File: src/rtl/pipe_hazard_ctrl_if.sv
// pipe_hazard_ctrl_if: hazard status from the pipeline stages and the
// stall/flush controls returned to them.
//   master : pipeline side (drives stage status, receives controls)
//   slave  : hazard controller (receives status, drives controls)
interface pipe_hazard_ctrl_if;
  // ID / EX register-use information
  logic [4:0] id_rs1;
  logic [4:0] id_rs2;
  logic       id_use_rs1;
  logic       id_use_rs2;
  logic       ex_mem_read;
  logic [4:0] ex_rd;
  // MEM stage branch outcome and data-memory handshake
  logic       mem_branch_taken;
  logic       mem_req;
  logic       mem_ready;
  // Pipeline controls
  logic       pc_en;
  logic       if_id_en;
  logic       id_ex_en;
  logic       ex_mem_en;
  logic       mem_wb_en;
  logic       if_id_flush;
  logic       id_ex_flush;
  logic       ex_mem_flush;
  logic       stall;
  logic       mem_err;

  modport master (
    output id_rs1, id_rs2, id_use_rs1, id_use_rs2, ex_mem_read, ex_rd,
           mem_branch_taken, mem_req, mem_ready,
    input  pc_en, if_id_en, id_ex_en, ex_mem_en, mem_wb_en,
           if_id_flush, id_ex_flush, ex_mem_flush, stall, mem_err
  );

  modport slave (
    input  id_rs1, id_rs2, id_use_rs1, id_use_rs2, ex_mem_read, ex_rd,
           mem_branch_taken, mem_req, mem_ready,
    output pc_en, if_id_en, id_ex_en, ex_mem_en, mem_wb_en,
           if_id_flush, id_ex_flush, ex_mem_flush, stall, mem_err
  );
endinterface

File: src/rtl/pipe_hazard_ctrl.sv
// pipe_hazard_ctrl: stall/flush sequencer for a 5-stage RISC-V pipeline.
// Resolves data-memory wait states (with a timeout watchdog), taken
// branches in MEM and load-use hazards, in that priority order.
// Controls are Mealy outputs; only the wait counter, state and the sticky
// mem_err flag are registered.
// Optional feature: define PIPE_HAZARD_PERF_CNT_EN to add saturating
// stall_cycles / flush_events counters as extra output ports.
module pipe_hazard_ctrl #(
  parameter int MAX_WAIT = 16,
  parameter int CNT_W    = 8
) (
  input  logic               clk,
  input  logic               reset,
  pipe_hazard_ctrl_if.slave  hz
`ifdef PIPE_HAZARD_PERF_CNT_EN
  ,
  output logic [31:0]        stall_cycles,
  output logic [31:0]        flush_events
`endif
);

  typedef enum logic {RUN = 1'b0, MEM_WAIT = 1'b1} state_e;

  localparam logic [CNT_W-1:0] CNT_ONE = CNT_W'(1);
  localparam logic [CNT_W-1:0] CNT_MAX = CNT_W'(MAX_WAIT);

  state_e           state_q, state_d;
  logic [CNT_W-1:0] wait_cnt_q, wait_cnt_d;
  logic             mem_err_q, mem_err_d;

  logic             load_use;
  logic             mem_miss;
  logic             wait_timeout;
  logic             wait_release;
  // {pc, if_id, id_ex, ex_mem, mem_wb}
  logic [4:0]       en_vec;
  // {if_id, id_ex, ex_mem}
  logic [2:0]       flush_vec;

  // A load in EX feeding a register read in ID; x0 is never a real dependency.
  assign load_use = hz.ex_mem_read && (hz.ex_rd != 5'd0) &&
                    ((hz.id_use_rs1 && (hz.id_rs1 == hz.ex_rd)) ||
                     (hz.id_use_rs2 && (hz.id_rs2 == hz.ex_rd)));
  assign mem_miss     = hz.mem_req && !hz.mem_ready;
  assign wait_timeout = (wait_cnt_q >= CNT_MAX);
  // A timeout releases the pipeline exactly like a late ready does.
  assign wait_release = hz.mem_ready || wait_timeout;

  // State, wait counter and sticky error register
  always_ff @(posedge clk or negedge reset) begin
    if (!reset) begin
      state_q    <= RUN;
      wait_cnt_q <= '0;
      mem_err_q  <= 1'b0;
    end else begin
      state_q    <= state_d;
      wait_cnt_q <= wait_cnt_d;
      mem_err_q  <= mem_err_d;
    end
  end

  // Next state: enter the wait on a miss, leave on ready or timeout
  always_comb begin
    state_d    = state_q;
    wait_cnt_d = wait_cnt_q;
    mem_err_d  = mem_err_q;
    case (state_q)
      RUN: begin
        if (mem_miss) begin
          state_d    = MEM_WAIT;
          wait_cnt_d = CNT_ONE;
        end
      end
      MEM_WAIT: begin
        if (hz.mem_ready) begin
          state_d    = RUN;
          wait_cnt_d = '0;
        end else if (wait_timeout) begin
          state_d    = RUN;
          wait_cnt_d = '0;
          mem_err_d  = 1'b1;
        end else begin
          wait_cnt_d = wait_cnt_q + CNT_ONE;
        end
      end
      default: begin
        state_d    = RUN;
        wait_cnt_d = '0;
      end
    endcase
  end

  // Output decode: freeze on memory wait, flush on branch, bubble on load-use
  always_comb begin
    en_vec    = 5'b00000;
    flush_vec = 3'b000;
    if (reset) begin
      case (state_q)
        RUN: begin
          if (!mem_miss) begin
            en_vec = 5'b11111;
            if (hz.mem_branch_taken) begin
              flush_vec = 3'b111;
            end else if (load_use) begin
              // Hold PC and IF/ID, bubble into ID/EX; the load moves on.
              en_vec    = 5'b00111;
              flush_vec = 3'b010;
            end
          end
        end
        MEM_WAIT: begin
          if (wait_release) begin
            en_vec = 5'b11111;
            if (hz.mem_branch_taken) begin
              flush_vec = 3'b111;
            end
          end
        end
        default: begin
          en_vec    = 5'b00000;
          flush_vec = 3'b000;
        end
      endcase
    end
  end

  assign hz.pc_en        = en_vec[4];
  assign hz.if_id_en     = en_vec[3];
  assign hz.id_ex_en     = en_vec[2];
  assign hz.ex_mem_en    = en_vec[1];
  assign hz.mem_wb_en    = en_vec[0];
  assign hz.if_id_flush  = flush_vec[2];
  assign hz.id_ex_flush  = flush_vec[1];
  assign hz.ex_mem_flush = flush_vec[0];
  assign hz.stall        = !en_vec[4];
  assign hz.mem_err      = mem_err_q;

`ifdef PIPE_HAZARD_PERF_CNT_EN
  logic [31:0] stall_cycles_q, stall_cycles_d;
  logic [31:0] flush_events_q, flush_events_d;

  // Saturating event counters
  always_comb begin
    stall_cycles_d = stall_cycles_q;
    flush_events_d = flush_events_q;
    if (!en_vec[4] && (stall_cycles_q != 32'hFFFF_FFFF)) begin
      stall_cycles_d = stall_cycles_q + 32'd1;
    end
    if (flush_vec[0] && (flush_events_q != 32'hFFFF_FFFF)) begin
      flush_events_d = flush_events_q + 32'd1;
    end
  end

  // Counter registers
  always_ff @(posedge clk or negedge reset) begin
    if (!reset) begin
      stall_cycles_q <= '0;
      flush_events_q <= '0;
    end else begin
      stall_cycles_q <= stall_cycles_d;
      flush_events_q <= flush_events_d;
    end
  end

  assign stall_cycles = stall_cycles_q;
  assign flush_events = flush_events_q;
`endif

endmodule

File: src/flat_wrapper.sv
// flat-port wrapper written by rule: the top's interface ports become plain ports
module pipe_hazard_ctrl_flat 
#(
  parameter int MAX_WAIT = 16,
  parameter int CNT_W    = 8
)
  (clk, reset, hz_id_rs1, hz_id_rs2, hz_id_use_rs1, hz_id_use_rs2, hz_ex_mem_read, hz_ex_rd, hz_mem_branch_taken, hz_mem_req, hz_mem_ready, hz_pc_en, hz_if_id_en, hz_id_ex_en, hz_ex_mem_en, hz_mem_wb_en, hz_if_id_flush, hz_id_ex_flush, hz_ex_mem_flush, hz_stall, hz_mem_err);
  pipe_hazard_ctrl_if hz_i ();
  input  logic clk;
  input  logic reset;
  input wire logic [$bits(hz_i.id_rs1)-1:0] hz_id_rs1;
  input wire logic [$bits(hz_i.id_rs2)-1:0] hz_id_rs2;
  input wire logic [$bits(hz_i.id_use_rs1)-1:0] hz_id_use_rs1;
  input wire logic [$bits(hz_i.id_use_rs2)-1:0] hz_id_use_rs2;
  input wire logic [$bits(hz_i.ex_mem_read)-1:0] hz_ex_mem_read;
  input wire logic [$bits(hz_i.ex_rd)-1:0] hz_ex_rd;
  input wire logic [$bits(hz_i.mem_branch_taken)-1:0] hz_mem_branch_taken;
  input wire logic [$bits(hz_i.mem_req)-1:0] hz_mem_req;
  input wire logic [$bits(hz_i.mem_ready)-1:0] hz_mem_ready;
  output wire logic [$bits(hz_i.pc_en)-1:0] hz_pc_en;
  output wire logic [$bits(hz_i.if_id_en)-1:0] hz_if_id_en;
  output wire logic [$bits(hz_i.id_ex_en)-1:0] hz_id_ex_en;
  output wire logic [$bits(hz_i.ex_mem_en)-1:0] hz_ex_mem_en;
  output wire logic [$bits(hz_i.mem_wb_en)-1:0] hz_mem_wb_en;
  output wire logic [$bits(hz_i.if_id_flush)-1:0] hz_if_id_flush;
  output wire logic [$bits(hz_i.id_ex_flush)-1:0] hz_id_ex_flush;
  output wire logic [$bits(hz_i.ex_mem_flush)-1:0] hz_ex_mem_flush;
  output wire logic [$bits(hz_i.stall)-1:0] hz_stall;
  output wire logic [$bits(hz_i.mem_err)-1:0] hz_mem_err;
  assign hz_i.id_rs1 = hz_id_rs1;
  assign hz_i.id_rs2 = hz_id_rs2;
  assign hz_i.id_use_rs1 = hz_id_use_rs1;
  assign hz_i.id_use_rs2 = hz_id_use_rs2;
  assign hz_i.ex_mem_read = hz_ex_mem_read;
  assign hz_i.ex_rd = hz_ex_rd;
  assign hz_i.mem_branch_taken = hz_mem_branch_taken;
  assign hz_i.mem_req = hz_mem_req;
  assign hz_i.mem_ready = hz_mem_ready;
  assign hz_pc_en = hz_i.pc_en;
  assign hz_if_id_en = hz_i.if_id_en;
  assign hz_id_ex_en = hz_i.id_ex_en;
  assign hz_ex_mem_en = hz_i.ex_mem_en;
  assign hz_mem_wb_en = hz_i.mem_wb_en;
  assign hz_if_id_flush = hz_i.if_id_flush;
  assign hz_id_ex_flush = hz_i.id_ex_flush;
  assign hz_ex_mem_flush = hz_i.ex_mem_flush;
  assign hz_stall = hz_i.stall;
  assign hz_mem_err = hz_i.mem_err;
  pipe_hazard_ctrl #(.MAX_WAIT(MAX_WAIT), .CNT_W(CNT_W)) u_core (.clk(clk), .reset(reset), .hz(hz_i));
endmodule
File: config.mk
export PLATFORM = sky130hd
export DESIGN_NAME = pipe_hazard_ctrl_flat
export DESIGN_NICKNAME = d
export VERILOG_FILES = /design/src/rtl/pipe_hazard_ctrl_if.sv /design/src/rtl/pipe_hazard_ctrl.sv /design/src/flat_wrapper.sv
export SDC_FILE = /design/constraint.sdc
export NUM_CORES = 1
export LEC_CHECK = 0
export CAP_MARGIN = 20
export CELL_PAD_IN_SITES_DETAIL_PLACEMENT = 1
export CELL_PAD_IN_SITES_GLOBAL_PLACEMENT = 1
export CORE_MARGIN = 2
export CORE_UTILIZATION = 38
export CTS_CLUSTER_DIAMETER = 150
export CTS_CLUSTER_SIZE = 12
export DETAILED_ROUTE_END_ITERATION = 8
export DONT_BUFFER_PORTS = 1
export GPL_ROUTABILITY_DRIVEN = 0
export PLACE_DENSITY = 0.79
export SYNTH_ARGS = -nofsm -noshare
export SYNTH_HDL_FRONTEND = slang
export SYNTH_SLANG_ARGS = --single-unit
File: constraint.sdc
create_clock -name clk -period 1.48 [get_ports clk]
set_input_delay 0.148 -clock clk [delete_from_list [all_inputs] [get_ports clk]]
set_output_delay 0.148 -clock clk [all_outputs]
set_load 0.05 [all_outputs]
=== Yosys cells after proc, flatten, opt, wreduce, memory -nomap -nowiden ===
Cells that the tools add are included.

* Order comparisons: 1
* Mux-type cells: 21
* Add/sub/neg operators: 1
* Reduce and logical (&&, ||, !) cells: 11
* Equality and inequality tests: 3
* Bitwise logic cells: 2

{| class="wikitable"
|+ Operators with widths
! operator !! count
|-
| 5-bit 2-to-1 mux || 5
|-
| 8-bit 2-to-1 mux || 3
|-
| 8-bit case mux with 2 select lines || 1
|-
| 3-bit 2-to-1 mux || 5
|-
| 5-bit == test || 2
|-
| 5-bit case mux with 2 select lines || 1
|-
| 8-bit by 1-bit adder with 8-bit output (second input constant) || 1
|-
| 8-bit by 5-bit greater-or-equal comparator with 1-bit output (second input constant) || 1
|-
| 3-bit case mux with 2 select lines || 1
|-
| 1-bit logical AND || 5
|-
| 5-bit nonzero test || 1
|-
| 1-bit 2-to-1 mux || 3
|-
| 3-bit AND reduction || 1
|-
| 1-bit zero test || 2
|-
| 1-bit logical OR || 2
|-
| 2-bit 2-to-1 mux || 1
|-
| 2-bit by 1-bit != test with 1-bit output (second input constant) || 1
|-
| 1-bit NOT || 2
|-
| 1-bit case mux with 2 select lines || 1
|}

* Output and inout port bits: 10
* Logic and storage cells: 42
* Input bits: 23
* Flip-flop bits (word level): 10

=== Depth between registers and ports, before layout ===
Gate-level depths: netlist (run 1).

* Depth after elaboration: 10
* Mapped depth: 5
* Depth with buffers taken out: 4

=== Least setup slack after synthesis (run 1) ===
No wires, ideal clock.

* Path kind: register to output
* From: register u_core.state_q
* To: output port hz_if_id_flush
* Slack: -0.540 ns
* Required time: 1.332 ns
* Path buffers: 1
* Data arrival time: 1.872 ns
* Cell stages (with the launch flop): 6
* Cell sequence: dfrtp_1 > nand2b_1 > a21boi_1 > o21ai_1 > nor2_1 > buf_4

* Word-level cells in the longest chain between the ends: 3

{| class="wikitable"
|+ Ends and longest elaborated chain
! item !! RTL line !! source
|-
| from (decl) || pipe_hazard_ctrl.sv:27 || <nowiki>state_e state_q, state_d;</nowiki>
|-
| from (signal assigned) || pipe_hazard_ctrl.sv:56 || <nowiki>state_q <= state_d;</nowiki>
|-
| 1-bit NOT || pipe_hazard_ctrl.sv:98 || <nowiki>case (state_q)</nowiki>
|-
| 3-bit case mux with 2 select lines (*) || pipe_hazard_ctrl.sv:98 ||
|-
| 3-bit 2-to-1 mux (*) || pipe_hazard_ctrl.sv:97 || <nowiki>if (reset) begin</nowiki>
|-
| to (decl) || flat_wrapper.sv:25 || <nowiki>output wire logic [$bits(hz_i.if_id_flush)-1:0] hz_if_id_flush;</nowiki>
|}

Every way passes the cells marked *; elsewhere a longest branch is shown, timed or not.

=== Final worst setup path (run 1) ===
* From: register u_core.wait_cnt_q[5]
* To: output port hz_if_id_en

* Word-level cells in the longest chain between the ends: 5

{| class="wikitable"
|+ Ends and longest elaborated chain
! item !! RTL line !! source
|-
| from (decl) || pipe_hazard_ctrl.sv:28 || <nowiki>logic [CNT_W-1:0] wait_cnt_q, wait_cnt_d;</nowiki>
|-
| from (signal assigned) || pipe_hazard_ctrl.sv:57 || <nowiki>wait_cnt_q <= wait_cnt_d;</nowiki>
|-
| 8-bit by 5-bit greater-or-equal comparator with 1-bit output || pipe_hazard_ctrl.sv:45 || <nowiki>assign wait_timeout = (wait_cnt_q >= CNT_MAX);</nowiki>
|-
| 1-bit logical OR || pipe_hazard_ctrl.sv:47 || <nowiki>assign wait_release = hz.mem_ready || wait_timeout;</nowiki>
|-
| 5-bit 2-to-1 mux || pipe_hazard_ctrl.sv:112 || <nowiki>if (wait_release) begin</nowiki>
|-
| 5-bit case mux with 2 select lines || pipe_hazard_ctrl.sv:98 ||
|-
| 5-bit 2-to-1 mux || pipe_hazard_ctrl.sv:97 ||
|-
| to (decl) || flat_wrapper.sv:21 || <nowiki>output wire logic [$bits(hz_i.if_id_en)-1:0] hz_if_id_en;</nowiki>
|}

No other way between the ends.

==> results.json, run 1 <==
{
  "worstSetupStartpointType": "flip-flop",
  "cts-buffers-inserted": 3,
  "timing_worst_setup_path_type": "reg2out",
  "post_synth_most_frequent_cells": "10 x sky130_fd_sc_hd__dfrtp_1, 8 x sky130_fd_sc_hd__xor2_1, 5 x sky130_fd_sc_hd__buf_4, 5 x sky130_fd_sc_hd__inv_1",
  "global_route_wire_length_before_repair_mm": 2.59,
  "synth_top_area_share_pct": 36.6,
  "detail-route-antenna-nets": 0,
  "dp_hpwl_mm": 1.41,
  "report.power.total_uw": 878,
  "initial_utilization_pct": 40.0,
  "placed_cells": 103,
  "number_of_antenna_violations_at_the_first_check_in_global_routing": 0,
  "cell_type_contributing_the_most_total_cell_area_after_synthesis": "sky130_fd_sc_hd__dfrtp_1",
  "num_clock_sinks": 10,
  "detail_route.drc_violations": 0,
  "synth.avg_cell_area_um2": 9.49,
  "maxClockFrequency_mhz": 541,
  "drive_gt1_share_pct": 35.2,
  "crit_path_end_kind": "output port",
  "drt_first_iter_violations": 5,
  "grt_max_degree": 11,
  "finalNonFillerCells": 113,
  "drt_wl_total_mm": 1.79,
  "failed_checks": "negative setup slack",
  "grt-ovfl-total": 0,
  "synth_most_common_cell": "sky130_fd_sc_hd__dfrtp_1",
  "leakage_nw": 0.439,
  "timing.final.crit_period_ns": 1.85,
  "relSlewSlack_pct": 60.9,
  "holdCritPathClass": "in2reg",
  "insertion_delay_ns": 0.28,
  "cell_count_after_synthesis": 72,
  "cts-root-to-sink-buffers": 2,
  "routedWlPerCell_um": 15.8,
  "fp.dieW_um": 46.4,
  "synthDistinctLibCells": 30,
  "die-area_um2": 2150,
  "io_pins": 33,
  "worst_slack_ns": -0.370,
  "fp.dieH_um": 46.4,
  "synth_seq_cells": 10,
  "max-cap-violations": 0,
  "post_synth_instance_area_um2": 683,
  "port-buffer-count": 0,
  "cts.htree.levels": 1,
  "final_hold_viol_count": 0,
  "crit_fanout": 5,
  "ys_warn_count": 0,
  "clk_pin_slew_ns": 0.07,
  "final_nets": 114,
  "via_count_of_the_first_global_routing_pass": 596,
  "final-max-slew-violation-count": 0,
  "finalSetupViolations": 9,
  "area_growth_pct": 43.0,
  "ir_drop_uv": 721,
  "vias_per_cell": 5.21,
  "finalHoldWorstSlack_ns": 0.0521,
  "layout_worst_path_cycle_share_pct": 125,
  "floorplan.rows": 15,
  "fin_skew_ns": 0.00330,
  "globalRouteTotalUtil_pct": 18.6,
  "power_per_standard_cell_area_nw_per_um2": 899,
  "cts_tree": "built",
  "worst_pin_slew_ns": 0.586,
  "asyncSetResetFlopFracSynth_pct": 100,
  "antennaDiodeCount": 0,
  "clock-root-buffer": "sky130_fd_sc_hd__clkbuf_4",
  "yosys-top-cells-area": "sky130_fd_sc_hd__dfrtp_1 37%, sky130_fd_sc_hd__xor2_1 10%, sky130_fd_sc_hd__buf_4 5.5%",
  "required_ns": 1.33,
  "drt-pass1-iter-count": 2,
  "postSynth.topFlopCell": "sky130_fd_sc_hd__dfrtp_1",
  "setup_repair_after_global_routing_missed_its_margin": "true",
  "syn_nets": 97,
  "outcome": "finished with violations",
  "yosysSeqAreaShare_pct": 36.6,
  "core_region_area_um2": 1710,
  "critPathArrivalTime_ns": 1.70,
  "synth_enable_flop_cells": 0,
  "dr_total_vias": 589
}
==> repair_timing <==
action | 4_1_cts | 5_1_grt
pin swaps | 2 | 4
hold buffers | 2 | 0
hold endpoints to repair | 12 | 0
endpoints found under the setup margin | 11 | 12
resized for setup | 1 | 1
setup buffers | 1 | 3
==> area by class of cell <==
type / count / area, um^2
Multi-Input combinational cell: 52 / 432
Inverter: 5 / 18.8
Clock buffer: 4 / 36.3
Tap cell: 25 / 31.3
Timing Repair Buffer: 17 / 208
Sequential cell: 10 / 251
Fill cell: 187 / 731
==> metal layers <==
metal	global-route usage (%)	part of all wire, %	up-vias
li1	-	-	277
met1	18.5	39	284
met2	33.6	53	25
met3	5.88	6.6	3
met4	10.3	1.6	0
met5	0	0	-
==> worst paths after layout <==
path / start / slack [ns] / cells past startpoint / end
setup / recovery: u_core.wait_cnt_q[5]$_DFFE_PN0P_ / -0.37 / 5 / hz_if_id_en
hold / removal: hz_mem_ready / 0.05 / 2 / u_core.hz.mem_err$_DFFE_PN0P_
setup reg to reg: u_core.wait_cnt_q[5]$_DFFE_PN0P_ / 0.04 / 5 / u_core.wait_cnt_q[3]$_DFFE_PN0P_
hold reg to reg: u_core.wait_cnt_q[2]$_DFFE_PN0P_ / 0.52 / 1 / u_core.wait_cnt_q[2]$_DFFE_PN0P_
max in group asynchronous: reset / 0.88 / 1 / u_core.state_q$_DFF_PN0_
min in group asynchronous: reset / 0.25 / 1 / u_core.wait_cnt_q[2]$_DFFE_PN0P_
==> stage by stage <==
step / TNS (ns) / util [%] / area [um^2] / worst slack, ns
global route: -3.82 / 57.2 / 977 / -0.456
global placement: -0.109 / 51.9 / 886 / -0.0300
finish: -2.97 / 57.2 / 977 / -0.370
floorplan: -0.569 / - / 742 / -0.159
detailed placement: -0.543 / 51.9 / 886 / -0.0978
CTS: -3.05 / 55.7 / 951 / -0.376
==> worst max-delay path, stage by stage, from the launching register on <==
cell and delay (ns):
sky130_fd_sc_hd__dfrtp_1 0.40, sky130_fd_sc_hd__nor4_4 0.32, sky130_fd_sc_hd__a21boi_2 0.12, sky130_fd_sc_hd__o21ai_4 0.21
sky130_fd_sc_hd__o21ba_4 0.21, sky130_fd_sc_hd__buf_12 0.15
==> cell usage in the layout, fill, tap and decap left out, types with 2 or more instances in the layout <==
cell type,count
sky130_fd_sc_hd__buf_12,6
sky130_fd_sc_hd__clkbuf_4,3
sky130_fd_sc_hd__xor2_1,8
sky130_fd_sc_hd__buf_4,9
sky130_fd_sc_hd__a21oi_1,2
sky130_fd_sc_hd__inv_1,4
sky130_fd_sc_hd__nor4_1,2
sky130_fd_sc_hd__nor2_1,3
sky130_fd_sc_hd__nand2b_1,2
sky130_fd_sc_hd__and2_1,3
sky130_fd_sc_hd__a22o_1,2
sky130_fd_sc_hd__dlygate4sd3_1,2
sky130_fd_sc_hd__or4_1,2
sky130_fd_sc_hd__nand2_1,4
sky130_fd_sc_hd__xnor2_1,2
sky130_fd_sc_hd__dfrtp_1,9
sky130_fd_sc_hd__ha_1,2
==> where the power goes <==
part	leakage, nW	switching [mW]	internal [mW]
combinational	0.284	0.157	0.135
clock	0.0210	0.109	0.150
sequential	0.134	0.0280	0.299
total	0.439	0.294	0.585
==> state kept, by name, indices dropped and copies added, names as in the netlist <==
signal             flops
u_core.hz.mem_err      1
u_core.state_q         1
u_core.wait_cnt_q      8
==> cell families (layout without fill, tap and decap cells) <==
group / count (synthesis) / in the layout / share of synthesized area [%]
XOR/XNOR: 10 / 10 / 12.8
AO/OA/AOI/OAI: 15 / 15 / 15.6
buffers and inverters: 10 / 26 / 8.24
AND/OR/NAND/NOR: 25 / 25 / 23.1
flip-flops: 10 / 10 / 36.6
adder cells (fa/ha/maj): 2 / 2 / 3.66
Note: power is estimated with default switching activity, not from simulation.
==> run 2, diff against run 1 <==
- clock period: 1.48 -> 1.54 ns (I/O delays scaled with it)
==> run 2 against run 1 <==
Effect of this change:
- the flow still finishes with violations (negative setup slack)
- worst hold slack better by 0.021 ns
- via count shrank 6.3%
- non-clock buffer count down 4
- register-to-register slack better by 0.04 ns
- die area unchanged
- setup slack better by 0.11 ns
- highest routed layer unchanged
==> results.json, run 2 (synthesis gave the netlist of run 1 again) <==
{
  "outcome": "finished with violations",
  "cts_tree": "built",
  "area_growth_pct": 35.0,
  "clock-root-buffer": "sky130_fd_sc_hd__clkbuf_4",
  "timing_worst_setup_path_type": "reg2out",
  "gr-usage-met3_pct": 5.49,
  "max-cap-violations": 0,
  "failed_checks": "negative setup slack",
  "insertion_delay_ns": 0.27,
  "dp_hpwl_mm": 1.37,
  "finalSetupViolations": 9,
  "holdCritPathClass": "in2reg",
  "crit_path_end_kind": "output port",
  "via_count_of_the_first_global_routing_pass": 586,
  "antennaDiodeCount": 0,
  "layout.cells.most_common": "sky130_fd_sc_hd__dfrtp_1",
  "worst_pin_slew_ns": 0.469,
  "ir_drop_uv": 580,
  "relSlewSlack_pct": 68.8,
  "largest_register": "u_core.wait_cnt_q",
  "drt_first_iter_violations": 2,
  "globalRouteTotalUtil_pct": 18.6,
  "drive_gt1_share_pct": 31.0,
  "grt_util_met1_pct": 21.0,
  "crit_fanout": 4,
  "leakage_nw": 0.412,
  "drt-pass1-iter-count": 2,
  "layout_worst_path_cycle_share_pct": 117,
  "clk_pin_slew_ns": 0.07,
  "vias_per_cell": 5.06,
  "cts-root-to-sink-buffers": 2,
  "fp.dieW_um": 46.4,
  "num_clock_sinks": 10,
  "final-max-slew-violation-count": 0,
  "grt_max_degree": 11,
  "worstSetupStartpointType": "flip-flop",
  "m2_gr_usage_pct": 31.1,
  "core_region_area_um2": 1710,
  "port-buffer-count": 0,
  "final_nets": 110,
  "number_of_antenna_violations_at_the_first_check_in_global_routing": 0,
  "maxClockFrequency_mhz": 556,
  "placed_cells": 101,
  "cts.htree.levels": 1,
  "dr_total_vias": 552,
  "cts-buffers-inserted": 3,
  "routedWlPerCell_um": 15.8,
  "detail_route.drc_violations": 0,
  "io_pins": 33,
  "finalSetupTns_ns": -2.00,
  "largest_register_ffs": 8,
  "timing.final.crit_period_ns": 1.80,
  "finalHoldWorstSlack_ns": 0.0733,
  "grt-ovfl-total": 0,
  "floorplan.rows": 15,
  "fin_skew_ns": 0.00238,
  "final_hold_viol_count": 0,
  "finalNonFillerCells": 109,
  "critPathArrivalTime_ns": 1.64,
  "required_ns": 1.39,
  "drt_wl_total_mm": 1.72,
  "global_route_wire_length_before_repair_mm": 2.65,
  "worst_slack_ns": -0.257,
  "initial_utilization_pct": 40.0,
  "power_per_standard_cell_area_nw_per_um2": 878,
  "setup_repair_after_global_routing_missed_its_margin": "true",
  "fillers": 187,
  "most-common-layout-cells": "10 x sky130_fd_sc_hd__dfrtp_1, 8 x sky130_fd_sc_hd__xor2_1, 6 x sky130_fd_sc_hd__buf_4",
  "die-area_um2": 2150,
  "fp.dieH_um": 46.4,
  "detail-route-antenna-nets": 0,
  "global_route.peak_usage_layer": "met2"
}
run 2: worst paths after layout:
| path | startpoint | to | slack (ns) | depth (start not counted) |
|---|---|---|---|---|
| setup / recovery | u_core.wait_cnt_q[5]$_DFFE_PN0P_ | hz_ex_mem_flush | -0.26 | 6 |
| hold / removal | hz_mem_ready | u_core.hz.mem_err$_DFFE_PN0P_ | 0.07 | 2 |
| setup reg to reg | u_core.wait_cnt_q[5]$_DFFE_PN0P_ | u_core.wait_cnt_q[3]$_DFFE_PN0P_ | 0.08 | 5 |
| hold reg to reg | u_core.wait_cnt_q[2]$_DFFE_PN0P_ | u_core.wait_cnt_q[2]$_DFFE_PN0P_ | 0.51 | 1 |
| max in group asynchronous | reset | u_core.wait_cnt_q[0]$_DFFE_PN0P_ | 0.97 | 1 |
| min in group asynchronous | reset | u_core.wait_cnt_q[4]$_DFFE_PN0P_ | 0.26 | 1 |
run 2: metal layers:
metal  part of all wire [%]  vias up
li1                       -      274
met1                     40      255
met2                     52       17
met3                    5.2        6
met4                    2.7        0
met5                      0        -
run 2: critical path, stage by stage, from the launching register on:
cell and delay (ns):
sky130_fd_sc_hd__dfrtp_1 0.41, sky130_fd_sc_hd__nor4_4 0.32, sky130_fd_sc_hd__a21boi_2 0.12, sky130_fd_sc_hd__o21ai_4 0.19
sky130_fd_sc_hd__buf_6 0.15, sky130_fd_sc_hd__nor2_4 0.04, sky130_fd_sc_hd__buf_12 0.16
run 2: layout make-up:
type	count	area, um^2	share of cell area (%)
flip-flops and latches	10	250	27.1
inverters	5	23.8	2.58
multi-input cells	52	424	46.0
repair buffers	13	156	17.0
well taps	25	31.3	3.39
clock buffers	4	36.3	3.93
run 2: repair_timing:
action / in CTS / in global routing
pin swaps: 3 / 2
resized for setup: 4 / 1
hold endpoints to repair: 12 / 0
hold buffers: 2 / 0
setup endpoints to repair: 9 / 12
setup buffers: 2 / 1
run 2: power by group:
part	internal, mW	switching, mW	total [mW]	leakage, nW
Clock	0.144	0.0980	0.242	0.0210
Combinational	0.110	0.144	0.254	0.256
Sequential	0.287	0.0265	0.314	0.135
Total	0.541	0.269	0.809	0.412
run 2: through the flow:
step / util, % / power, mW / setup WS, ns / cell area [um^2]
after global routing: 54.0 / 0.857 / -0.368 / 922
final: 54.0 / 0.809 / -0.257 / 922
after detailed placement: 48.9 / 0.555 / -0.00855 / 836
after floorplan: - / 0.503 / -0.126 / 743
after CTS: 53.8 / 0.825 / -0.281 / 918
after global placement: 48.9 / 0.543 / 0.00145 / 836
==> run 3, diff against run 2 <==
- CAP_MARGIN: 20 -> unset
- CORE_UTILIZATION: 38 -> 40
- CTS_BUF_LIST: unset -> sky130_fd_sc_hd__clkbuf_8
- PLACE_DENSITY: 0.79 -> 0.83
==> run 3 against run 2 <==
Effect of this change:
- the flow still finishes with violations (negative setup slack)
- flip-flop and latch count unchanged
- wire length grew 20%
- first-iteration DRC count rose to 4.0 times the previous value
- combinational power increased by 24%
- critical path depth fell by 1
- sequential share of layout area down 2.5 points
- register-to-register slack worse by 0.03 ns
- core utilization increased by 11 points
- clock skew grew 0.00071 ns
- die area down 4.6%
- critical path type unchanged
- critical endpoint is now hz_if_id_en
==> results.json, run 3 (synthesis gave the netlist of run 1 again) <==
{
  "area_growth_pct": 48.5,
  "final_hold_viol_count": 0,
  "critPathArrivalTime_ns": 1.63,
  "drive_gt1_share_pct": 35.2,
  "largest_register": "u_core.wait_cnt_q",
  "cts.htree.levels": 1,
  "detail-route-antenna-nets": 0,
  "area_of_the_multi_input_gates_um2": 439,
  "crit_fanout": 4,
  "clock-root-buffer": "sky130_fd_sc_hd__clkbuf_8",
  "holdCritPathClass": "in2reg",
  "largest_register_ffs": 8,
  "sw_frac_of_total_pct": 32.4,
  "fp.dieH_um": 45.3,
  "report.power.total_uw": 969,
  "max-cap-violations": 0,
  "routedWlPerCell_um": 19.8,
  "worst_slack_ns": -0.246,
  "cell_internal_pwr_uw": 655,
  "fp.dieW_um": 45.3,
  "finish.utilization_pct": 65.1,
  "critical-path-max-stage-delay_ns": 0.40,
  "vias_per_cell": 5.80,
  "clock_power_share_pct": 33.6,
  "reg2reg_slack_ns": 0.05,
  "die-area_um2": 2050,
  "timing.final.crit_period_ns": 1.79,
  "detailed_place.area_um2": 877,
  "port-buffer-count": 0,
  "final-max-slew-violation-count": 0,
  "floorplan.rows": 14,
  "fillers": 156,
  "core_region_area_um2": 1560,
  "via_count_of_the_first_global_routing_pass": 655,
  "global_route_wire_length_before_repair_mm": 2.90,
  "antennaDiodeCount": 0,
  "netSwitchingPower_uw": 314,
  "grt-ovfl-total": 0,
  "drt_wl_total_mm": 2.06,
  "worst_path_max_delay_cell": "sky130_fd_sc_hd__dfrtp_1",
  "outcome": "finished with violations",
  "sequential_cell_area_um2": 250,
  "worst_setup_path_startpoint": "u_core.wait_cnt_q[7]$_DFFE_PN0P_",
  "crit_path_end_kind": "output port",
  "path_cells": "nor4_4 > a21boi_2 > o21ai_4 > o21ba_4 > buf_12",
  "num_clock_sinks": 10,
  "r2r_start": "u_core.wait_cnt_q[7]$_DFFE_PN0P_",
  "final_nets": 114,
  "relSlewSlack_pct": 67.8,
  "layout_worst_path_cycle_share_pct": 116,
  "maxClockFrequency_mhz": 560,
  "most-common-layout-cells": "10 x sky130_fd_sc_hd__dfrtp_1, 8 x sky130_fd_sc_hd__xor2_1, 7 x sky130_fd_sc_hd__buf_12, 6 x sky130_fd_sc_hd__buf_4",
  "power_per_standard_cell_area_nw_per_um2": 955,
  "ir_drop_uv": 696,
  "required_ns": 1.39,
  "failed_checks": "negative setup slack",
  "globalRouteTotalUtil_pct": 21.1,
  "grt_max_degree": 11,
  "worst_hold_path.num_cells": 2,
  "pre_cts_slack_ns": -0.0262,
  "finalNonFillerCells": 104,
  "timing_worst_setup_path_type": "reg2out",
  "dp_hpwl_mm": 1.46,
  "cts_tree": "built",
  "finalSetupViolations": 9,
  "r2r_cells": 5,
  "placed_cells": 94,
  "setup_repair_after_global_routing_missed_its_margin": "true",
  "startpoint_of_the_lowest_slack_hold_path": "hz_mem_ready",
  "power.share.sequential_pct": 33.9,
  "number_of_antenna_violations_at_the_first_check_in_global_routing": 0,
  "initial_utilization_pct": 43.8,
  "detail_route.drc_violations": 0,
  "clk_pin_slew_ns": 0.04,
  "dr_total_vias": 603,
  "combPwrFrac_pct": 32.4,
  "final_area_um2": 1010,
  "fin_skew_ns": 0.00310,
  "leakage_nw": 0.453,
  "io_pins": 33,
  "insertion_delay_ns": 0.24,
  "drt-pass1-iter-count": 4,
  "layout.cells.most_common": "sky130_fd_sc_hd__dfrtp_1",
  "worst_pin_slew_ns": 0.482,
  "cts-root-to-sink-buffers": 2,
  "drt_first_iter_violations": 8,
  "worstSetupStartpointType": "flip-flop",
  "cts-buffers-inserted": 3
}
[run 3: cell count changes in the layout (fill, tap and decap cells not counted)]
cell and delta:
sky130_fd_sc_hd__a21oi_1 -2, sky130_fd_sc_hd__a21oi_2 +1, sky130_fd_sc_hd__a21oi_4 +1, sky130_fd_sc_hd__buf_12 +3
sky130_fd_sc_hd__clkbuf_4 -3, sky130_fd_sc_hd__clkbuf_8 +3, sky130_fd_sc_hd__dlygate4sd3_1 +1
[run 3: critical path: cells and delay by family, from the launching register on]
kind,cells,cell delay [ns]
AO/OA/AOI/OAI,3,0.52
flip-flops,1,0.40
buffers and inverters,1,0.15
AND/OR/NAND/NOR,1,0.32
[run 3: path summary, 6_finish.rpt]
path	end
setup / recovery	hz_if_id_en
hold / removal	u_core.hz.mem_err$_DFFE_PN0P_
setup reg to reg	u_core.wait_cnt_q[2]$_DFFE_PN0P_
hold reg to reg	u_core.wait_cnt_q[4]$_DFFE_PN0P_
max in group asynchronous	u_core.wait_cnt_q[3]$_DFFE_PN0P_
min in group asynchronous	u_core.wait_cnt_q[2]$_DFFE_PN0P_
[run 3: power groups by stage]
| stage | sequential [mW] | combinational (mW) | clock, mW |
|---|---|---|---|
| final | 0.329 | 0.314 | 0.326 |
| after global routing | 0.331 | 0.330 | 0.350 |
| after CTS | 0.317 | 0.288 | 0.332 |
| after detailed placement | 0.321 | 0.275 | 0 |
| after global placement | 0.315 | 0.253 | 0 |
| after floorplan | 0.314 | 0.190 | 0 |
[run 3: per-stage QoR]
step	hold slack, ns	TNS [ns]
after floorplan	-0.142	-0.310
after global placement	-0.141	-0.0240
after detailed placement	-0.141	-0.0481
after CTS	0.00611	-2.15
after global routing	0.100	-2.76
final	0.109	-2.12
[run 3: timing repair]
action / CTS / global route
pin swaps: 6 / 2
endpoints found under the hold margin: 11 / 1
hold buffers: 2 / 1
setup buffers: 0 / 3
setup endpoints to repair: 10 / 10
resized for setup: 3 / 5
[run 3: cell type report]
class                      instances  area share, %
multi-input combinational         52           43.3
tap                               16           1.97
inverter                           5           2.34
sequential                        10           24.7
timing repair buffer              17           22.3
clock buffer                       4           5.43
[run 3: routing by layer]
metal  track usage [%]  vias up  routed length (um)
met5                 0        -                   0
met3              8.40        8                 123
met4              9.41        0                  60
met2              38.6       31                1180
li1                  -      276                   -
met1              20.4      288                 693
==> patch 1 (settings of run 1) <==
`CNT_W` is set to 8 in 2 places; all go to 9.
--- a/src/rtl/pipe_hazard_ctrl.sv
+++ b/src/rtl/pipe_hazard_ctrl.sv
@@ -7,7 +7,7 @@
 // stall_cycles / flush_events counters as extra output ports.
 module pipe_hazard_ctrl #(
   parameter int MAX_WAIT = 16,
-  parameter int CNT_W    = 8
+  parameter int CNT_W    = 9
 ) (
   input  logic               clk,
   input  logic               reset,
--- a/src/flat_wrapper.sv
+++ b/src/flat_wrapper.sv
@@ -2,7 +2,7 @@
 module pipe_hazard_ctrl_flat 
 #(
   parameter int MAX_WAIT = 16,
-  parameter int CNT_W    = 8
+  parameter int CNT_W    = 9
 )
   (clk, reset, hz_id_rs1, hz_id_rs2, hz_id_use_rs1, hz_id_use_rs2, hz_ex_mem_read, hz_ex_rd, hz_mem_branch_taken, hz_mem_req, hz_mem_ready, hz_pc_en, hz_if_id_en, hz_id_ex_en, hz_ex_mem_en, hz_mem_wb_en, hz_if_id_flush, hz_id_ex_flush, hz_ex_mem_flush, hz_stall, hz_mem_err);
   pipe_hazard_ctrl_if hz_i ();
Behaviour: no difference found for any inputs over 10 cycles, from zero or initial values and one cycle with reset low; that may be too few to reach the edited logic, so the function may still have changed.
==> patch 1 against run 1 <==
  * The run still ends with negative setup slack left
  * Cell count is 7.1% higher
  * Largest power group unchanged
  * Count of clock-buffer cells in the layout is 1 lower
  * Synthesized cell count up 4.2%
  * Routed wire length increased by 3.1%
  * Final area rose by 1.7%
  * First-iteration DRC count is 20% lower
  * Clock power decreased by 17%
  * Total power decreased by 11%
  * Global-route usage shrank 0.95 points
  * Setup slack got worse by 130 ps
  * Area after synthesis increased by 9.2%
  * Sequential cell count increased by 1
  * Clock skew increased by 1.3 ps
==> patch 1: results (changes against run 1) <==
===============================================================================================
Fraction of the yosys area taken by sequential cells                                      36.9%   was 36.6%
Routed length on met3                                                                     77 um   was 119 um
Vias in the first global route                                                              702   was 596
Violated checks                                                                    negative setup slack   unchanged
Top cell types by occurrence after synthesis                                       dfrtp_1, xor2_1, buf_4, nor2_1, o21ai_0   was dfrtp_1, xor2_1, buf_4, inv_1
Actual transition at the worst max-transition pin                                        775 ps   was 586 ps
Metal2 WL                                                                               1010 um   was 941 um
Gr usage total                                                                            17.7%   was 18.6%
Hold Worst Slack                                                                        26.9 ps   was 52.1 ps
Fraction of layout instances using a drive strength above 1                               34.0%   was 35.2%
Clock input transition at the sequential cells of the worst setup and hold paths          80 ps
Worst Clk Skew                                                                          4.62 ps   was 3.30 ps
Number of H-tree levels                                                                       1   unchanged
Top fanout value on the critical path                                                         3   was 5
DP Wirelength                                                                           1420 um   was 1410 um
Placed instance area                                                                    898 um2   was 886 um2
Final setup viols                                                                            15   was 9
Static leakage                                                                         0.447 nW   was 0.439 nW
Max rail drop VDD                                                                      0.522 mV   was 0.721 mV
Total routed wire length on the met1 layer                                               738 um   was 699 um
Layout overhead on the synthesized area                                                   33.2%   was 43.0%
Data arrival time of the critical path                                                  1830 ps   was 1700 ps
Netlist cell types                                                                           35   was 30
Minimum setup slack in the final design                                                 -496 ps   was -370 ps
Top area cells in the synthesized netlist                                          dfrtp_1, xor2_1, buf_4, xnor2_1, ha_1   was dfrtp_1, xor2_1, buf_4, ha_1, nor4_4
Wire length of the first global-routing pass                                            3050 um   was 2590 um
Register-to-register setup slack                                                        -170 ps   was 40 ps
Total length of routed wires                                                            1850 um   was 1790 um
Run status                                                                         complete, but fails checks   unchanged
Number of CTS-inserted buffers                                                                3   unchanged
Nets@finish                                                                                 120   was 114
Pin count of the biggest net entering global routing                                         12   was 11
Number of violations reported at the end of detailed-routing iteration 0                      4   was 5
Number of flip-flops under the largest register name                                          9   was 8
Net switching power of the design                                                    0.000272 W   was 0.000294 W
Final antenna diode count                                                                     0   unchanged
Vias                                                                                        630   was 589
Pre-Repair DR Iteration Count                                                                 3   was 2
Setup TNS                                                                              -5130 ps   was -2970 ps
Net Count, Synth                                                                            100   was 97
===============================================================================================
-- patch 1: per-layer routing --
| metal | vias to the layer above | GRT usage, % |
|---|---|---|
| li1 | 305 | - |
| met1 | 301 | 19.0 |
| met2 | 21 | 31.7 |
| met3 | 3 | 3.40 |
| met4 | 0 | 11.0 |
| met5 | - | 0 |
-- patch 1: cell type report --
| type | count | area (um2) |
|---|---|---|
| Clock buffer | 3 | 22.5 |
| Clock inverter | 1 | 5.00 |
| Fill cell | 204 | 908 |
| Multi-Input combinational cell | 56 | 470 |
| Timing Repair Buffer | 20 | 175 |
| Tap cell | 27 | 33.8 |
| Inverter | 3 | 11.3 |
| Sequential cell | 11 | 275 |
-- patch 1: stage by stage --
step	total power (W)	instances	setup WS [ps]
after global placement	0.000538	113	-227
after global routing	0.000813	121	-544
after CTS	0.000787	121	-484
after floorplan	0.000516	75	-431
final	0.000778	121	-496
after detailed placement	0.000548	113	-254
-- patch 1: path summary, 6_finish.rpt --
kind	depth (start not counted)	from	to
min in group asynchronous	1	reset	u_core.wait_cnt_q[4]
worst max register to register	6	u_core.wait_cnt_q[7]	u_core.wait_cnt_q[1]
worst min-delay path	2	hz_mem_ready	u_core.hz.mem_err
max in group asynchronous	1	reset	u_core.wait_cnt_q[0]
worst max-delay path	4	u_core.wait_cnt_q[7]	hz_id_ex_flush
worst min register to register	1	u_core.wait_cnt_q[8]	u_core.wait_cnt_q[8]
-- patch 1: kinds of logic (layout without fill, tap and decap cells) --
logic type / after synthesis / count (layout) / synth area share, %
muxes: 1 / 1 / 1.34
xor gates and xnor gates: 11 / 11 / 12.9
AOI/OAI and AO/OA: 16 / 16 / 17.5
DFF: 11 / 11 / 36.9
buffers and inverters: 8 / 27 / 7.05
adders and majority gates: 2 / 2 / 3.36
and+or+nand+nor: 26 / 26 / 21.0
-- patch 1: what timing repair did --
item | CTS | global route
gates resized for setup | 11 | 0
endpoints found under the setup margin | 16 | 15
endpoints found under the hold margin | 12 | 0
pin swaps | 2 | 0
buffers inserted | 2 | 0
cloned | 0 | 0
hold buffers | 2 | 0
-- patch 1: power by group through the flow --
stage	combinational, W	clock, W	sequential (W)
finish	0.000231	0.000214	0.000334
global route	0.000247	0.000229	0.000336
CTS	0.000233	0.000221	0.000333
detailed placement	0.000209	0	0.000339
global placement	0.000201	0	0.000337
floorplan	0.000181	0	0.000334
-- patch 1: worst max-delay path, cell delays in order (launching register included) --
cell and delay, ps:
dfrtp_1 390, or4b_4 520, o211a_4 250, and2_4 140, o21bai_4 240
==> patch 2 (flow settings as in run 1) <==
Without the edit above. `MAX_WAIT` is set to 16 in 2 places; all go to 8.
--- a/src/rtl/pipe_hazard_ctrl.sv
+++ b/src/rtl/pipe_hazard_ctrl.sv
@@ -6,7 +6,7 @@
 // Optional feature: define PIPE_HAZARD_PERF_CNT_EN to add saturating
 // stall_cycles / flush_events counters as extra output ports.
 module pipe_hazard_ctrl #(
-  parameter int MAX_WAIT = 16,
+  parameter int MAX_WAIT = 8,
   parameter int CNT_W    = 8
 ) (
   input  logic               clk,
--- a/src/flat_wrapper.sv
+++ b/src/flat_wrapper.sv
@@ -1,7 +1,7 @@
 // flat-port wrapper written by rule: the top's interface ports become plain ports
 module pipe_hazard_ctrl_flat 
 #(
-  parameter int MAX_WAIT = 16,
+  parameter int MAX_WAIT = 8,
   parameter int CNT_W    = 8
 )
   (clk, reset, hz_id_rs1, hz_id_rs2, hz_id_use_rs1, hz_id_use_rs2, hz_ex_mem_read, hz_ex_rd, hz_mem_branch_taken, hz_mem_req, hz_mem_ready, hz_pc_en, hz_if_id_en, hz_id_ex_en, hz_ex_mem_en, hz_mem_wb_en, hz_if_id_flush, hz_id_ex_flush, hz_ex_mem_flush, hz_stall, hz_mem_err);
Check against the original RTL: not equivalent (Yosys sat finds a counterexample within 10 cycles, from zero or initial values and one cycle with reset low).
==> patch 2 against run 1 <==
  * The run still ends with negative setup slack left
  * Final area increased by 14%
  * Critical path depth up 1
  * Critical path type unchanged
  * Clock power up 4%
  * Setup slack worse by 90 ps
  * Routed wire length is 61% higher
  * Sequential cell count stayed put
  * Sequential power about the same
  * Utilization is 6.1 points higher
  * Global-route usage rose by 7.0 points
  * Combinational power grew 8.2%
  * Area after synthesis grew 7.1%
  * Total power grew 3.7%
  * Cell count increased by 14%
==> patch 2: results (changes against run 1) <==
===============================================================================================
Synthesis Warnings                                                                            0   unchanged
Number of violations reported at the end of detailed-routing iteration 0                     14   was 5
Post-synthesis cell count                                                                    80   was 72
Hold path startpoint                                                               hz_mem_ready   unchanged
Final Instance Count excl. Fillers                                                          129   was 113
Design internal power                                                                0.000581 W   was 0.000585 W
Number of CTS-inserted buffers                                                                3   unchanged
Capture instance of the worst register-to-register path                            u_core.hz.mem_err   was u_core.wait_cnt_q[3]
Register ranked first by flip-flop count                                           u_core.wait_cnt_q   unchanged
Register-to-register setup slack                                                         -70 ps   was 40 ps
Pin count of the biggest net entering global routing                                         11   unchanged
Gr usage total                                                                            25.7%   was 18.6%
Net Count, Synth                                                                            105   was 97
Worst Clk Skew                                                                          2.68 ps   was 3.30 ps
Insertion delay to the later sink of the worst-skew pair                                 280 ps   about the same
Violated checks                                                                    negative setup slack   unchanged
Buffer depth of the longest clock path                                                        2   unchanged
Depth of the most critical reg-to-reg path                                                    4   was 5
Minimum setup slack in the final design                                                 -459 ps   was -370 ps
Max rail drop VDD                                                                      0.595 mV   was 0.721 mV
Run status                                                                         complete, but fails checks   unchanged
Number of antenna violations at the first check in global routing                             0   unchanged
Number of DRC violations after detailed routing                                               0   unchanged
Ys async rst share                                                                         100%   unchanged
Quantity of I/O buffers inserted on ports                                                     0   unchanged
Top cell types by occurrence after synthesis                                       dfrtp_1, nor2_1, xor2_1   was dfrtp_1, xor2_1, buf_4, inv_1
Number of flip-flops under the largest register name                                          8   unchanged
Fraction of the yosys area taken by sequential cells                                      34.2%   was 36.6%
Root buf cell                                                                          clkbuf_4   unchanged
DP Wirelength                                                                           1900 um   was 1410 um
Total length of routed wires                                                            2880 um   was 1790 um
Tightest Hold Check Type                                                                 in2reg   unchanged
Static leakage                                                                         0.488 nW   was 0.439 nW
Top fanout value on the critical path                                                         4   was 5
Clock input transition at the sequential cells of the worst setup and hold paths          80 ps
Final setup viols                                                                            11   was 9
Vias in the first global route                                                              829   was 596
Data arrival time of the critical path                                                  1790 ps   was 1700 ps
Hold-critical path endpoint                                                        u_core.hz.mem_err   unchanged
Number of H-tree levels                                                                       1   unchanged
Worst hold stages                                                                             2   unchanged
Rel. slew slack                                                                           62.6%   was 60.9%
Setup TNS                                                                              -3870 ps   was -2970 ps
Reg2Reg Launch Point                                                               u_core.wait_cnt_q[4]   was u_core.wait_cnt_q[5]
Final antenna diode count                                                                     0   unchanged
Gr ovfl total                                                                                 0   unchanged
Vias                                                                                        747   was 589
Wire length of the first global-routing pass                                            3780 um   was 2590 um
Pre-Repair DR Iteration Count                                                                 4   was 2
Inst Count DP                                                                               119   was 103
Top area cells in the synthesized netlist                                          dfrtp_1, xor2_1, nor2_1, o21a_1, buf_4   was dfrtp_1, xor2_1, buf_4, ha_1, nor4_4
Fraction of layout instances using a drive strength above 1                               39.4%   was 35.2%
Netlist cell types                                                                           29   was 30
===============================================================================================
-- patch 2: worst max-delay path by stage --
| stage | cells after the start | startpoint | end |
|---|---|---|---|
| 2_1_floorplan | 6 | u_core.wait_cnt_q[5] | hz_pc_en |
| 4_1_cts | 6 | u_core.wait_cnt_q[5] | hz_stall |
| 3_5_place_dp | 4 | hz_ex_rd[2] | hz_pc_en |
| 6_report | 6 | u_core.wait_cnt_q[4] | hz_stall |
| 5_1_grt | 6 | u_core.wait_cnt_q[4] | hz_stall |
| 3_3_place_gp | 4 | hz_ex_rd[3] | hz_pc_en |
-- patch 2: critical path, cell delays in order (launching register included) --
cell and delay [ps]:
dfrtp_1 420, nor4b_4 330, a21boi_2 130, o21ai_4 240, clkinv_4 120, o41ai_4 80
buf_12 180
-- patch 2: cell type report --
class                           count  area (um2)
Clock buffer                        4        36.3
Fill cell                         201         647
Inverter                            5        23.8
Multi-Input combinational cell     60         513
Sequential cell                    10         251
Tap cell                           25        31.3
Timing Repair Buffer               25         262
-- patch 2: timing repair --
| item | in CTS | in global routing |
|---|---|---|
| endpoints found under the hold margin | 12 | 0 |
| setup buffers | 2 | 4 |
| pin swaps | 3 | 10 |
| setup endpoints to repair | 11 | 16 |
| gates resized for setup | 3 | 9 |
| hold buffers | 2 | 0 |
| gates cloned | 0 | 0 |
-- patch 2: metrics by stage --
step           cell area, um2  setup WS, ps  hold WS (ps)
6_report                 1120          -459           130
5_1_grt                  1120          -511           137
3_5_place_dp              971          -176          -147
2_1_floorplan             812          -263          -148
3_3_place_gp              971          -108          -147
4_1_cts                  1050          -404          94.7
-- patch 2: logic make-up after synthesis --
group | share of synthesized area [%]
flip-flops | 34.2
adder cells (fa/ha/maj) | 3.42
AO/OA/AOI/OAI | 18.5
XOR/XNOR | 14.4
AND/OR/NAND/NOR | 22.2
buffers and inverters | 7.35
-- patch 2: power by group through the flow --
stage,combinational (W),clock (W),sequential (W)
2_1_floorplan,0.000205,0,0.000315
3_3_place_gp,0.000251,0,0.000322
3_5_place_dp,0.000264,0,0.000324
4_1_cts,0.000283,0.000263,0.000319
5_1_grt,0.000331,0.000285,0.000328
6_report,0.000316,0.000270,0.000326
-- patch 2: layer usage --
metal	global-route usage (%)	routed length [um]	vias up
li1	-	-	326
met2	47.7	1550	44
met1	25.6	1050	363
met5	0	0	-
met3	4.91	164	14
met4	16.2	110	0
